$ cat config.mk
export PLATFORM = sky130hd
export DESIGN_NAME = clkswitch_sequencer_flat
export DESIGN_NICKNAME = d
export VERILOG_FILES = /design/src/rtl/clkswitch_sequencer_if.sv /design/src/rtl/clkswitch_sequencer.sv /design/src/flat_wrapper.sv
export SDC_FILE = /design/constraint.sdc
export NUM_CORES = 1
export LEC_CHECK = 0
export CAP_MARGIN = 40
export CORE_ASPECT_RATIO = 0.5
export CORE_UTILIZATION = 30
export DETAILED_ROUTE_END_ITERATION = 8
export PLACE_DENSITY_LB_ADDON = 0.05
export SKIP_CTS_REPAIR_TIMING = 1
export SLEW_MARGIN = 5
export SYNTH_ARGS = -nofsm -noshare
export SYNTH_HDL_FRONTEND = slang
export SYNTH_SLANG_ARGS = --single-unit
$ cat constraint.sdc
create_clock -name clk_in -period 4.7 [get_ports clk_in]
set_clock_uncertainty 0.15 [all_clocks]
set_input_delay 0.94 -clock clk_in [delete_from_list [all_inputs] [get_ports clk_in]]
set_output_delay 0.94 -clock clk_in [all_outputs]
set_load 0.03 [all_outputs]
$ cat src/rtl/clkswitch_sequencer_if.sv
// Signal bundle between the clock-switch sequencer and its environment
// (CPU request side plus the clock switch select/status lines).
interface clkswitch_sequencer_if;
    logic       hs_req;
    logic       ls_force;
    logic [1:0] div_sel_in;
    logic       hsclk_selected;
    logic       lsclk_selected;
    logic       hsclk_sel;
    logic [1:0] cpuclk_div_sel;
    logic       busy;
    logic       in_hs;
    logic       timeout_err;

    modport master (
        input  hs_req,
        input  ls_force,
        input  div_sel_in,
        input  hsclk_selected,
        input  lsclk_selected,
        output hsclk_sel,
        output cpuclk_div_sel,
        output busy,
        output in_hs,
        output timeout_err
    );

    modport slave (
        output hs_req,
        output ls_force,
        output div_sel_in,
        output hsclk_selected,
        output lsclk_selected,
        input  hsclk_sel,
        input  cpuclk_div_sel,
        input  busy,
        input  in_hs,
        input  timeout_err
    );
endinterface

$ cat src/rtl/clkswitch_sequencer.sv
// Control-side sequencer for the glitch-free CPU clock switch: drives select/divider,
// waits for the switch's synchronised status, enforces dwell and handshake timeout.
module clkswitch_sequencer #(
    parameter int unsigned SYNC_STAGES = 2,
    parameter int unsigned DWELL       = 8,
    parameter int unsigned TIMEOUT     = 255,
    parameter int unsigned CNT_W       = 8
) (
    input logic                   clk_in,
    input logic                   rst,
    clkswitch_sequencer_if.master sw
);
    typedef enum logic [1:0] {StLsStable, StGoHs, StHsStable, StGoLs} state_e;

    localparam logic [CNT_W-1:0] DwellCnt   = CNT_W'(DWELL);
    localparam logic [CNT_W-1:0] TimeoutCnt = CNT_W'(TIMEOUT);
    localparam logic [CNT_W-1:0] CntMax     = '1;

    state_e                 state_q, state_d;
    logic [CNT_W-1:0]       cnt_q, cnt_d;
    logic                   cnt_restart;
    logic [SYNC_STAGES-1:0] hs_sync_q, ls_sync_q;
    logic                   hs_s, ls_s;
    logic                   hsclk_sel_q, hsclk_sel_d;
    logic [1:0]             div_q, div_d;
    logic                   busy_q, busy_d;
    logic                   in_hs_q, in_hs_d;
    logic                   timeout_err_q, timeout_err_d;
    logic                   timeout_hit;

    // Reset values mirror the switch coming out of reset on the slow clock.
    always_ff @(posedge clk_in) begin
        if (rst) begin
            hs_sync_q <= '0;
            ls_sync_q <= '1;
        end else begin
            hs_sync_q <= {hs_sync_q[SYNC_STAGES-2:0], sw.hsclk_selected};
            ls_sync_q <= {ls_sync_q[SYNC_STAGES-2:0], sw.lsclk_selected};
        end
    end

    assign hs_s = hs_sync_q[SYNC_STAGES-1];
    assign ls_s = ls_sync_q[SYNC_STAGES-1];

    always_ff @(posedge clk_in) begin
        if (rst) begin
            state_q       <= StLsStable;
            cnt_q         <= '0;
            hsclk_sel_q   <= 1'b0;
            div_q         <= 2'b00;
            busy_q        <= 1'b0;
            in_hs_q       <= 1'b0;
            timeout_err_q <= 1'b0;
        end else begin
            state_q       <= state_d;
            cnt_q         <= cnt_d;
            hsclk_sel_q   <= hsclk_sel_d;
            div_q         <= div_d;
            busy_q        <= busy_d;
            in_hs_q       <= in_hs_d;
            timeout_err_q <= timeout_err_d;
        end
    end

    always_comb begin
        state_d     = state_q;
        cnt_restart = 1'b0;
        case (state_q)
            StLsStable: begin
                if (cnt_q >= DwellCnt && sw.hs_req && !sw.ls_force) state_d = StGoHs;
            end
            StGoHs: begin
                // Request changes here are deliberately ignored until the ack arrives.
                if (hs_s && !ls_s)             state_d = StHsStable;
                else if (cnt_q == TimeoutCnt)  state_d = StGoLs;
            end
            StHsStable: begin
                if (sw.ls_force || (!sw.hs_req && cnt_q >= DwellCnt)) state_d = StGoLs;
            end
            StGoLs: begin
                if (ls_s && !hs_s)             state_d = StLsStable;
                else if (cnt_q == TimeoutCnt)  cnt_restart = 1'b1;
            end
            default: state_d = StLsStable;
        endcase

        if (state_d != state_q || cnt_restart) cnt_d = '0;
        else if (cnt_q == CntMax)              cnt_d = cnt_q;
        else                                   cnt_d = cnt_q + 1'b1;
    end

    always_comb begin
        hsclk_sel_d   = hsclk_sel_q;
        div_d         = div_q;
        timeout_hit   = cnt_restart || (state_q == StGoHs && state_d == StGoLs);
        timeout_err_d = timeout_err_q | timeout_hit;
        busy_d        = (state_d == StGoHs) || (state_d == StGoLs);
        in_hs_d       = (state_d == StHsStable);
        if (state_q == StLsStable && state_d == StGoHs) begin
            hsclk_sel_d = 1'b1;
            div_d       = sw.div_sel_in;
        end
        if (state_q != StGoLs && state_d == StGoLs) hsclk_sel_d = 1'b0;
    end

    assign sw.hsclk_sel      = hsclk_sel_q;
    assign sw.cpuclk_div_sel = div_q;
    assign sw.busy           = busy_q;
    assign sw.in_hs          = in_hs_q;
    assign sw.timeout_err    = timeout_err_q;
endmodule

$ cat src/flat_wrapper.sv
// flat-port wrapper written by rule: the top's interface ports become plain ports
module clkswitch_sequencer_flat 
#(
    parameter int unsigned SYNC_STAGES = 2,
    parameter int unsigned DWELL       = 8,
    parameter int unsigned TIMEOUT     = 255,
    parameter int unsigned CNT_W       = 8
)
  (clk_in, rst, sw_hs_req, sw_ls_force, sw_div_sel_in, sw_hsclk_selected, sw_lsclk_selected, sw_hsclk_sel, sw_cpuclk_div_sel, sw_busy, sw_in_hs, sw_timeout_err);
  clkswitch_sequencer_if sw_i ();
  input logic clk_in;
  input logic rst;
  input wire logic [$bits(sw_i.hs_req)-1:0] sw_hs_req;
  input wire logic [$bits(sw_i.ls_force)-1:0] sw_ls_force;
  input wire logic [$bits(sw_i.div_sel_in)-1:0] sw_div_sel_in;
  input wire logic [$bits(sw_i.hsclk_selected)-1:0] sw_hsclk_selected;
  input wire logic [$bits(sw_i.lsclk_selected)-1:0] sw_lsclk_selected;
  output wire logic [$bits(sw_i.hsclk_sel)-1:0] sw_hsclk_sel;
  output wire logic [$bits(sw_i.cpuclk_div_sel)-1:0] sw_cpuclk_div_sel;
  output wire logic [$bits(sw_i.busy)-1:0] sw_busy;
  output wire logic [$bits(sw_i.in_hs)-1:0] sw_in_hs;
  output wire logic [$bits(sw_i.timeout_err)-1:0] sw_timeout_err;
  assign sw_i.hs_req = sw_hs_req;
  assign sw_i.ls_force = sw_ls_force;
  assign sw_i.div_sel_in = sw_div_sel_in;
  assign sw_i.hsclk_selected = sw_hsclk_selected;
  assign sw_i.lsclk_selected = sw_lsclk_selected;
  assign sw_hsclk_sel = sw_i.hsclk_sel;
  assign sw_cpuclk_div_sel = sw_i.cpuclk_div_sel;
  assign sw_busy = sw_i.busy;
  assign sw_in_hs = sw_i.in_hs;
  assign sw_timeout_err = sw_i.timeout_err;
  clkswitch_sequencer #(.SYNC_STAGES(SYNC_STAGES), .DWELL(DWELL), .TIMEOUT(TIMEOUT), .CNT_W(CNT_W)) u_core (.clk_in(clk_in), .rst(rst), .sw(sw_i));
endmodule
==> qor.yml, run 1 <==
yosys:
  synthFlopType: "dfxtp_1"
  async_reset_ff_share_pct: 0
  synth_cell_types: 39
  synth-edff-count: 0
  yosys.area_share.simple_pct: 29.3
  syn_nets: 117
  yosys_warnings: 0
  synth.top_cell.area_share_pct: 39.5
  synthCells: 107
  ys_seq_area_share_pct: 39.5
  yosysTopAreaCell: "dfxtp_1"
  synthAdderAreaFrac_pct: 2.60
  avgSynthCellArea_um2: 8.99
  yosys-top-cells-area: "dfxtp_1 40%, mux2i_1 5.2%, a21oi_1 4.2%"
  synth_seq_cells: 19
  synthXorXnorAreaFrac_pct: 0
  synth_top_family_by_area: "simple AND/OR/NAND/NOR gates"
  syn_area_um2: 962
  synth_compound_area_share_pct: 18.9
  muxShareOfSynthArea_pct: 5.20
drt:
  detail_route.wl_per_cell_um: 12.7
  vias_per_cell: 5.08
  ant_nets: 0
  drt_wl_total_um: 2010
  num_vias: 808
  drtPass1Iterations: 4
  drt_iter0_markers: 16
  drc: 0
clock_network:
  clock_path_buffers: 2
  numCtsBuffers: 3
  h-tree-depth: 1
  cts.sinks: 19
  cts-root-buf: "clkbuf_8"
  clk_latency_ns: 0.26
  cts_tree: "built"
  cts.clk_slew.worst_paths_ns: 0.07
critical_path:
  crit_type: "reg -> out"
  cp.arrival_ns: 1.62
  cp-end-kind: "output port"
  max_stage_delay_ns: 0.76
  worst-path-buf-inv: 1
  cp-start-kind: "flip-flop"
  crit_slowest_cell: "clkdlybuf4s50_1"
  cp_cell_sequence: "clkdlybuf4s50_1"
  cp_max_fo: 13
  cp_top_family: "buffers and inverters"
  cp.required_ns: 3.61
sta:
  period_share_pct: 57.7
  setup_tns_ns: 0
  tightest_slew_ns: 0.802
  rsz0062_at_grt: "false"
  period_minus_slack_ns: 2.71
  fmax_mhz: 369
  hold_viol_final: 0
  max_slew_margin_pct: 46.4
  finalSetupViolCount: 0
  maxSlewViolCount: 0
cells_and_area:
  area_growth_pct: 21.3
  nNetsFinal: 130
  drive_above_1_share_pct: 14.3
  n_antenna_cell: 0
  fin_area_um2: 1170
floorplan:
  die_area_um2: 3450
  fp.dieW_um: 82.1
  ios: 14
  die_h_um: 42.0
  initial_utilization_pct: 31.8
  fp.coreArea_um2: 3030
  fp-row-count: 14
job:
  max-cap-violations: 0
pwr:
  p_leak_nw: 0.405
  powerDensity_nw_per_um2: 260
  peakVddDrop_v: 0.000177
global_routing:
  grt_overflow: 0
  antenna_found_initial: 0
  grt_pass1_wl_um: 3620
  grt_max_degree: 21
  grt_pass1_vias: 798
  grt_usage_pct: 13.7
min_path:
  hold_class: "reg -> reg"
place:
  portBuffers: 13
  placed_cell_area_um2: 1120
  gp_congestion: 0.713
  dp_hpwl_um: 1420
outcome:
  status: "finished clean"
metal layers:
metal,part of all wire [%],vias to the layer above,track usage (%),wire length [um]
met4,0.45,0,2.11,9
met2,44,14,21.5,889
met5,0,-,0,0
met3,4.4,2,5.00,88
li1,-,411,-,-
met1,51,381,18.4,1030
stage by stage:
step / hold WS, ns / power [mW] / util, % / worst slack, ns / cells
floorplan: 0.239 / 0.184 / - / 2.63 / 107
global placement: 0.245 / 0.193 / 37.0 / 2.01 / 155
detailed placement: 0.249 / 0.193 / 37.0 / 2.02 / 155
CTS: 0.267 / 0.309 / 38.5 / 1.98 / 159
global route: 0.293 / 0.321 / 38.5 / 1.94 / 159
finish: 0.264 / 0.304 / 38.5 / 1.99 / 159
report_power, final:
part / internal [mW] / switching (mW)
Combinational: 0.0111 / 0.00927
Sequential: 0.165 / 0.00384
Clock: 0.0589 / 0.0557
Total: 0.235 / 0.0688
sequential cells by signal (all words and copies together) (netlist names):
register,cells
u_core.cnt_q,8
u_core.hs_sync_q,2
u_core.ls_sync_q,2
u_core.state_q,2
u_core.sw.cpuclk_div_sel,2
u_core.sw.hsclk_sel,1
u_core.sw.in_hs,1
u_core.sw.timeout_err,1
cell usage in the layout (no fill, tap or decap), types with 2 or more instances in the layout:
cell type,count
dfxtp_1,19
clkdlybuf4s50_1,13
nor2_1,10
a21oi_1,8
inv_1,6
nor2b_1,6
mux2i_1,5
nand2_1,4
nor3b_1,3
nand4_1,3
nand3_1,3
nor3_1,3
clkbuf_8,3
and3_1,2
a2111oi_2,2
nor4_2,2
nor4_1,2
or2_2,2
ha_1,2
kinds of logic after synthesis:
| family | count (synthesis) |
|---|---|
| adder cells (fa/ha/maj) | 2 |
| AO/OA/AOI/OAI | 23 |
| buffers and inverters | 11 |
| flip-flops | 19 |
| multiplexers | 5 |
| AND/OR/NAND/NOR | 47 |
cell type report:
| type | count | area [um2] |
|---|---|---|
| Clock buffer | 3 | 41.3 |
| Clock inverter | 1 | 5.00 |
| Fill cell | 323 | 1860 |
| Inverter | 6 | 22.5 |
| Multi-Input combinational cell | 77 | 538 |
| Sequential cell | 19 | 380 |
| Tap cell | 40 | 50.0 |
| Timing Repair Buffer | 13 | 130 |
Yosys cell counts, types with 2 or more instances:
library cell and count:
nor4_2 2, a2111oi_2 2, nand3_1 3, nand4_1 3, mux2i_1 5, nand2_1 4
a21oi_1 8, nor2b_1 6, inv_1 6, nor2_1 10, buf_2 2, nor3b_1 3
clkbuf_1 3, nor3_1 3, ha_1 2, or2_2 2, dfxtp_1 19, and3_1 2
nor4_1 2
path summary, 6_finish.rpt:
kind	startpoint	to	slack (ns)	depth (start not counted)
worst max-delay path	u_core.state_q[0]$_SDFF_PP0_	sw_busy	1.99	1
worst min-delay path	u_core.ls_sync_q[0]$_SDFF_PP1_	u_core.ls_sync_q[1]$_SDFF_PP1_	0.26	1
worst max register to register	u_core.cnt_q[3]$_SDFFE_PP0N_	u_core.cnt_q[5]$_SDFFE_PP0N_	2.71	4
worst min register to register	u_core.ls_sync_q[0]$_SDFF_PP1_	u_core.ls_sync_q[1]$_SDFF_PP1_	0.26	1
Power figures use the tool's default switching activity.
==> run 2, diff against run 1 <==
Clock period 4.7 ns to 2.2 ns, I/O delays scaled along.
==> qor.yml, run 2 (synthesis gave the netlist of run 1 again) <==
outcome:
  status: "finished clean"
min_path:
  whs_endpoint: "u_core.ls_sync_q[1]$_SDFF_PP1_"
  hold_class: "reg -> reg"
  worstHoldPathCells: 1  # unchanged
  hold_start: "u_core.ls_sync_q[0]$_SDFF_PP1_"
critical_path:
  reg2reg_from: "u_core.cnt_q[3]$_SDFFE_PP0N_"
  crit_type: "reg -> reg"
  crit_slowest_cell: "or4_4"
  max_stage_delay_ns: 0.60  # -0.16 ns
  cp-start-kind: "flip-flop"
  cp_top_family: "simple AND/OR/NAND/NOR gates"
  worstRegToRegCells: 5  # +1
  worst-path-buf-inv: 1  # unchanged
  cp.required_ns: 2.23  # -1.38 ns
  r2r_end: "u_core.cnt_q[4]$_SDFFE_PP0N_"
  cp.arrival_ns: 1.92  # +0.30 ns
  worst-path-stages: 5  # +4
  cp_cell_sequence: "or4_4 > o22ai_2 > a22oi_2 > buf_12 > nor4_2"
  cp-end-kind: "flip-flop"
  cp_max_fo: 8  # -5
  regToRegSetupSlack_ns: 0.31  # -2.40 ns
clock_network:
  cts.clk_slew.worst_paths_ns: 0.08  # about the same
  cts-root-buf: "clkbuf_8"
  clk_latency_ns: 0.26  # about the same
  cts.sinks: 19  # unchanged
  clock_path_buffers: 2  # unchanged
  numCtsBuffers: 3  # unchanged
  cts_tree: "built"
  h-tree-depth: 1  # unchanged
drt:
  drtPass1Iterations: 4  # unchanged
  drt_wl_total_um: 2010  # -0.35%
  vias_per_cell: 4.97  # -2.2%
  detail_route.wl_per_cell_um: 12.3  # -2.8%
  drt_iter0_markers: 49  # +33
  drc: 0  # unchanged
  num_vias: 810  # +0.25%
  ant_nets: 0  # unchanged
sta:
  finalSetupViolCount: 0  # unchanged
  maxSlewViolCount: 0  # unchanged
  max_slew_margin_pct: 70.7  # +24 points
  period_minus_slack_ns: 1.89
  rsz0062_at_grt: "false"
  setup_tns_ns: 0  # unchanged
  hold_viol_final: 0  # unchanged
  fmax_mhz: 529
  tightest_slew_ns: 0.434  # -0.368 ns
  period_share_pct: 85.9
floorplan:
  fp-row-count: 14  # unchanged
  die_area_um2: 3450  # unchanged
  die_h_um: 42.0  # unchanged
  initial_utilization_pct: 31.8  # unchanged
  ios: 14  # unchanged
  fp.coreArea_um2: 3030  # unchanged
  fp.dieW_um: 82.1  # unchanged
place:
  placed_cell_area_um2: 1160  # +3.8%
  dp_hpwl_um: 1450  # +1.7%
  portBuffers: 13  # unchanged
  gp_congestion: 0.728  # +2.1%
cells_and_area:
  area_growth_pct: 25.7
  largest_register_ffs: 8  # unchanged
  nFillCells: 340  # +5.3%
  nNetsFinal: 134  # +3.1%
  fin_area_um2: 1210  # +3.6%
  largest-register: "u_core.cnt_q"
  layout.cells.most_common: "dfxtp_1"
  layout_common_cells: "19 x dfxtp_1, 13 x clkdlybuf4s50_1, 10 x nor2_1"
  n_antenna_cell: 0  # unchanged
  drive_above_1_share_pct: 17.1  # +2.8 points
job:
  max-cap-violations: 0  # unchanged
global_routing:
  grt_usage_pct: 13.8  # +0.047 points
  antenna_found_initial: 0  # unchanged
  grt_overflow: 0  # unchanged
  grt_pass1_vias: 733  # -8.1%
  grt_max_degree: 21  # unchanged
  grt_pass1_wl_um: 3510  # -3.0%
pwr:
  p_leak_nw: 0.427  # +5.6%
  peakVddDrop_v: 0.000349  # +97%
  powerDensity_nw_per_um2: 540  # +110%
[run 2: cell types whose count changed in the layout (fill, tap and decap cells not counted), sizes merged]
cell and delta:
buf +4
[run 2: worst reg2reg max path, cell delays in order (launching register included)]
cell,delay [ns]
dfxtp_1,0.40
or4_4,0.60
o22ai_2,0.17
a22oi_2,0.12
buf_12,0.16
nor4_2,0.22
[run 2: where the power goes]
part	internal (mW)	switching [mW]	total, mW
sequential	0.352	0.00830	0.361
clock	0.126	0.121	0.247
combinational	0.0252	0.0202	0.0454
total	0.503	0.150	0.653
[run 2: area by class of cell]
type	instances	area, um2	area share (%)
clock buffers	3	41.3	3.41
clock inverters	1	5.00	0.414
inverters	6	22.5	1.86
multi-input cells	77	538	44.5
flip-flops and latches	19	380	31.4
well taps	40	50.0	4.14
repair buffers	17	173	14.3
[run 2: metrics by stage]
step	hold slack, ns	std cells	total power, mW	setup slack [ns]	utilization, %
2_1_floorplan	0.239	107	0.393	0.440	-
4_1_cts	0.262	163	0.666	0.311	39.9
3_3_place_gp	0.248	159	0.414	0.105	38.4
3_5_place_dp	0.244	159	0.414	0.0581	38.4
5_1_grt	0.279	163	0.687	0.148	39.9
6_report	0.260	163	0.653	0.310	39.9
[run 2: routing by layer]
metal | wire length, um | vias up | global-route usage [%]
li1 | - | 421 | -
met3 | 80 | 2 | 6.30
met1 | 1080 | 375 | 19.4
met4 | 9 | 0 | 2.11
met2 | 837 | 12 | 19.5
met5 | 0 | - | 0
[run 2: worst max-delay path by stage]
stage | slack [ns] | endpoint | startpoint
after floorplan | 0.44 | u_core.cnt_q[5]$_SDFFE_PP0N_ | u_core.cnt_q[3]$_SDFFE_PP0N_
after global placement | 0.10 | u_core.sw.hsclk_sel$_SDFFE_PP0P_ | sw_ls_force
after detailed placement | 0.06 | u_core.sw.timeout_err$_SDFF_PP0_ | sw_ls_force
after CTS | 0.31 | u_core.cnt_q[2]$_SDFFE_PP0N_ | u_core.cnt_q[3]$_SDFFE_PP0N_
after global routing | 0.15 | u_core.cnt_q[3]$_SDFFE_PP0N_ | u_core.cnt_q[0]$_SDFFE_PP0N_
final | 0.31 | u_core.cnt_q[4]$_SDFFE_PP0N_ | u_core.cnt_q[3]$_SDFFE_PP0N_
==> run 3, diff against run 2 <==
Settings changed: ABC_AREA set to 0, SLEW_MARGIN 5 to 20.
==> results of run 3 <==
The final DEF is identical to that of run 2; final timing and power are the same.
